File: src/rtl/digit_sprite_renderer_pkg.sv
// Shared types and constants for the digit sprite renderer.
package digit_sprite_renderer_pkg;

    localparam int unsigned SPRITE_SIZE = 32;
    localparam int unsigned COLOR_W     = 12;
    localparam int unsigned COORD_W     = 10;
    localparam int unsigned ROM_ADDR_W  = 5;
    localparam int unsigned BLINK_W     = 6;

    typedef logic [COLOR_W-1:0]    color_t;
    typedef logic [COORD_W-1:0]    coord_t;
    typedef logic [ROM_ADDR_W-1:0] rom_addr_t;
    typedef logic [BLINK_W-1:0]    blink_cnt_t;

    localparam color_t TRANSPARENT = 12'hFFF;

    // Sprite top-left corner.
    typedef struct packed {
        coord_t x;
        coord_t y;
    } pos_t;

    // True when v lies in [base, base+size). One extra bit keeps base+size
    // from wrapping when the sprite hangs off the right/bottom edge.
    function automatic logic in_span(input coord_t v, input coord_t base,
                                     input logic [COORD_W:0] size);
        logic [COORD_W:0] v_ext;
        logic [COORD_W:0] lo;
        logic [COORD_W:0] hi;
        v_ext = {1'b0, v};
        lo    = {1'b0, base};
        hi    = lo + size;
        return (v_ext >= lo) && (v_ext < hi);
    endfunction

endpackage

File: src/rtl/digit_sprite_renderer.sv
// Overlays a digit sprite, fetched from an external registered ROM, onto the
// background colour. Sprite position is updated only at frame start through a
// one-deep pending register; the sprite can blink with a 64-frame period.
module digit_sprite_renderer
    import digit_sprite_renderer_pkg::*;
#(
    parameter int unsigned SPRITE_SIZE = digit_sprite_renderer_pkg::SPRITE_SIZE,
    parameter color_t      TRANSPARENT = digit_sprite_renderer_pkg::TRANSPARENT
) (
    input  logic      clk,
    input  logic      reset_n,
    input  coord_t    x,
    input  coord_t    y,
    input  logic      video_on,
    input  logic      frame_tick,
    input  coord_t    pos_x_in,
    input  coord_t    pos_y_in,
    input  logic      pos_valid,
    output logic      pos_ready,
    input  logic      blink_en,
    input  color_t    bg_rgb,
    output rom_addr_t rom_row,
    output rom_addr_t rom_col,
    input  color_t    rom_data,
    output color_t    rgb_out
);

    localparam logic [COORD_W:0] SPRITE_EXT = (COORD_W+1)'(SPRITE_SIZE);

    // Position handshake and blink state
    pos_t       act_q, act_d;
    pos_t       pend_q, pend_d;
    logic       pend_full_q, pend_full_d;
    blink_cnt_t blink_cnt_q, blink_cnt_d;
    logic       accept;

    // Pipeline
    logic       hit_s0;
    logic       visible_s0;
    logic       hit_q;
    logic       video_on_q;
    logic       visible_q;
    color_t     bg_q;
    color_t     rgb_q, rgb_d;

    assign pos_ready = ~pend_full_q;
    assign accept    = pos_valid & ~pend_full_q;

    // Next state for the active/pending position and the blink counter.
    // An accept can only happen with the pending slot empty, while a frame
    // tick only consumes a full slot, so the two never fight over it; a
    // request arriving on a tick waits for the following tick.
    always_comb begin
        act_d       = act_q;
        pend_d      = pend_q;
        pend_full_d = pend_full_q;
        blink_cnt_d = blink_cnt_q;
        if (frame_tick) begin
            blink_cnt_d = blink_cnt_q + 6'd1;
            if (pend_full_q) begin
                act_d       = pend_q;
                pend_full_d = 1'b0;
            end
        end
        if (accept) begin
            pend_d      = '{x: pos_x_in, y: pos_y_in};
            pend_full_d = 1'b1;
        end
    end

    // Control registers; reset drops any request in flight.
    always_ff @(posedge clk or negedge reset_n) begin
        if (!reset_n) begin
            act_q       <= '0;
            pend_q      <= '0;
            pend_full_q <= 1'b0;
            blink_cnt_q <= '0;
        end else begin
            act_q       <= act_d;
            pend_q      <= pend_d;
            pend_full_q <= pend_full_d;
            blink_cnt_q <= blink_cnt_d;
        end
    end

    // ---- Stage 0: hit test and ROM address (combinational) ----
    assign hit_s0     = video_on
                        & in_span(x, act_q.x, SPRITE_EXT)
                        & in_span(y, act_q.y, SPRITE_EXT);
    assign visible_s0 = ~blink_en | ~blink_cnt_q[BLINK_W-1];

    // Only the low bits of the offset address the ROM, so a 5-bit subtract
    // gives the same result as the full-width difference.
    assign rom_row = y[ROM_ADDR_W-1:0] - act_q.y[ROM_ADDR_W-1:0];
    assign rom_col = x[ROM_ADDR_W-1:0] - act_q.x[ROM_ADDR_W-1:0];

    // ---- Stage 1: side-band registers aligned with rom_data ----
    always_ff @(posedge clk or negedge reset_n) begin
        if (!reset_n) begin
            hit_q      <= 1'b0;
            video_on_q <= 1'b0;
            visible_q  <= 1'b0;
            bg_q       <= '0;
        end else begin
            hit_q      <= hit_s0;
            video_on_q <= video_on;
            visible_q  <= visible_s0;
            bg_q       <= bg_rgb;
        end
    end

    // ---- Stage 2: colour select ----
    always_comb begin
        rgb_d = bg_q;
        if (!video_on_q) begin
            rgb_d = '0;
        end else if (hit_q && visible_q && (rom_data != TRANSPARENT)) begin
            rgb_d = rom_data;
        end
    end

    // Registered output to the DAC.
    always_ff @(posedge clk or negedge reset_n) begin
        if (!reset_n) begin
            rgb_q <= '0;
        end else begin
            rgb_q <= rgb_d;
        end
    end

    assign rgb_out = rgb_q;

endmodule

File: config.mk
export PLATFORM = sky130hd
export DESIGN_NAME = digit_sprite_renderer
export DESIGN_NICKNAME = d
export VERILOG_FILES = /design/src/rtl/digit_sprite_renderer_pkg.sv /design/src/rtl/digit_sprite_renderer.sv
export SDC_FILE = /design/constraint.sdc
export NUM_CORES = 1
export LEC_CHECK = 0
export CAP_MARGIN = 20
export CORE_UTILIZATION = 42
export DETAILED_ROUTE_END_ITERATION = 6
export PLACE_DENSITY_LB_ADDON = 0.08
export REMOVE_ABC_BUFFERS = 1
export SYNTH_ARGS = -nofsm -noshare
export SYNTH_HDL_FRONTEND = slang
export SYNTH_SLANG_ARGS = --single-unit
export TNS_END_PERCENT = 10
File: constraint.sdc
create_clock -name clk -period 4.4 [get_ports clk]
set_input_delay 1.1 -clock clk [delete_from_list [all_inputs] [get_ports clk]]
set_output_delay 1.1 -clock clk [all_outputs]
set_load 0.005 [all_outputs]
==> impl_metrics.json <==
{
  "synthAdderAreaFrac_pct": 12.2,
  "hold_viol_final": 0,
  "routed_wl_mm": 7.11,
  "clock_latency_ps": 340,
  "port_buffers": 92,
  "placed_cell_area_um2": 4750,
  "fin_crit_ps": 4320,
  "drc": 0,
  "synth_compound_area_share_pct": 6.11,
  "synth-main-ff-cell": "dfrtp_1",
  "crit_path_max_fanout": 3,
  "grt_max_degree": 75,
  "root_buffer": "clkbuf_8",
  "syn-instance-count": 304,
  "layout.nets": 508,
  "vias_per_cell": 4.93,
  "slew_headroom_pct": 34.9,
  "synth_top_family_by_area": "multiplexers",
  "worstPathArrival_ps": 3220,
  "power_leakage_nw": 2.28,
  "initialDrtViolationCount": 77,
  "cts_hold_buf": 0,
  "end_kind": "output pin",
  "drt.antenna.violating_nets": 0,
  "synthSimpleGateAreaFrac_pct": 8.41,
  "synth-seq-cells": 74,
  "detail_route.wl_per_cell_um": 13.9,
  "pin_count": 93,
  "synth_cell_type_count": 36,
  "start_util_pct": 44.2,
  "seq_area_frac_synth_pct": 50.0,
  "antenna_found_initial": 0,
  "core_region_area_um2": 8380,
  "cts_sinks": 74,
  "drive_gt1_share_pct": 16.7,
  "mostFrequentLayoutCells": "clkdlybuf4s50_1 (91), dfrtp_1 (74), mux2_2 (41), ha_1 (33), inv_1 (27)",
  "areaGrowthSynthToFinish_pct": 34.2,
  "dp_hpwl_mm": 5.34,
  "whs_ps": 453,
  "finalSetupViolCount": 0,
  "fp.dieW_um": 95.9,
  "htree_levels": 3,
  "hold_class": "reg2reg",
  "critPathLaunchType": "input pin",
  "post-route-period-util_pct": 98.3,
  "via_count": 2529,
  "max-cap-violations": 0,
  "synth-edff-count": 0,
  "rows": 33,
  "status": "finished, final reports clean",
  "fp.dieArea_um2": 9200,
  "cp.required_ps": 3300,
  "p_total_mw": 2.62,
  "cts_resized": 0,
  "die_h_um": 95.9,
  "setup_tns_ps": 0,
  "cts_buffers": 9,
  "clock-skew-final_ps": 5.39,
  "postLayoutCoreUtil_pct": 59.3,
  "tritoncts": "built",
  "grt_pass1_wl_mm": 11.8,
  "final_cell_area_um2": 4970,
  "synth_xor_area_share_pct": 3.78,
  "rsz0062_at_grt": "no",
  "grt_pass1_vias": 2556,
  "max_freq_ghz": 0.231,
  "final_common_cell": "clkdlybuf4s50_1",
  "slew_violations": 0,
  "power_density_nw_per_um2": 527,
  "synthArstFlopShare_pct": 100,
  "path_clk_slew_ps": 80,
  "cts_buffer_depth": 2,
  "grt_usage_pct": 17.2,
  "tightest_slew_ps": 974,
  "muxShareOfSynthArea_pct": 15.7,
  "place_congestion": 0.765,
  "grt-ovfl-total": 0,
  "peakVddDrop_v": 0.000260,
  "num_antenna_cells": 0,
  "synth_warnings": 0,
  "cts_setup_buffers": 0,
  "worstSetupPathType": "in2out",
  "avgSynthCellArea_um2": 12.2,
  "first_pass_iters": 4,
  "syn-cell-area_um2": 3710
}
-- routing by layer --
layer | wire (µm) | global-route usage [%] | vias up
met5 | 0 | 0 | -
met4 | 90 | 6.59 | 0
met3 | 307 | 4.19 | 7
met2 | 3390 | 28.5 | 58
met1 | 3330 | 21.6 | 1205
li1 | - | - | 1259
-- logic make-up after synthesis --
kind of cell | count (synthesis)
muxes | 53
and+or+nand+nor | 57
buffers and inverters | 36
AOI/OAI and AO/OA | 33
adders and majority gates | 35
xor gates and xnor gates | 16
DFF | 74
-- synth_stat cells, drive strengths merged (4+ instances only) --
master	n	area [µm²]
nand2	13	48.8
o21ai	9	48.8
nand4	8	50.1
ha	33	413
nor2b	16	100
xnor2	11	96.3
dfrtp	74	1850
mux2	41	462
nor2	7	26.3
clkbuf	4	15.0
a21oi	11	55.1
nand3	7	35.0
mux2i	12	120
inv	30	115
xor2	5	43.8
-- path summary, 6_finish.rpt --
check                                   endpoint                       start  cells after the start  slack, ps
max                                   rom_row[4]                        y[0]                      8         80
min                          visible_q$_DFF_PN0_  blink_cnt_q[5]$_DFFE_PN0P_                      1        450
max reg2reg                      hit_q$_DFF_PN0_        act_q[5]$_DFFE_PN0P_                      8       2470
min reg2reg                  visible_q$_DFF_PN0_  blink_cnt_q[5]$_DFFE_PN0P_                      1        450
max in group asynchronous  act_q[15]$_DFFE_PN0P_                     reset_n                      1       2940
min in group asynchronous  pend_q[8]$_DFFE_PN0P_                     reset_n                      1        850
-- metrics by stage --
stage / setup WS (ps) / instances
2_1_floorplan: 1170 / 298
3_3_place_gp: 175 / 497
3_5_place_dp: 118 / 497
4_1_cts: 108 / 513
5_1_grt: 27.8 / 513
6_report: 76.7 / 513
-- sequential cells by signal, summed over array words and instances, names as in the netlist --
signal / cells
act_q: 20
bg_q: 12
blink_cnt_q: 6
hit_q: 1
pend_full_q: 1
pend_q: 20
rgb_out: 12
video_on_q: 1
visible_q: 1
-- critical path: stages --
cell             delay, ps
clkdlybuf4s50_1        450
inv_1                   40
ha_1                   210
fa_1                   430
o21ai_0                210
a21oi_1                110
xnor2_1                160
clkdlybuf4s50_1        520
-- final cells by class --
type                       instances  area (µm²)
clock buffer                      10         138
clock inverter                     6        87.6
fill                             725        3410
inverter                          30         115
multi-input combinational        194        1720
sequential                        74        1850
tap                              105         131
timing repair buffer              94         933
-- report_power, final --
| part | switching [mW] | total [mW] | leakage [nW] | internal [mW] |
|---|---|---|---|---|
| logic | 0.441 | 1.05 | 1.29 | 0.604 |
| clock network | 0.258 | 0.594 | 0.117 | 0.336 |
| registers | 0.126 | 0.982 | 0.881 | 0.856 |
| total | 0.825 | 2.62 | 2.28 | 1.80 |
Note: power is estimated with default switching activity, not from simulation.
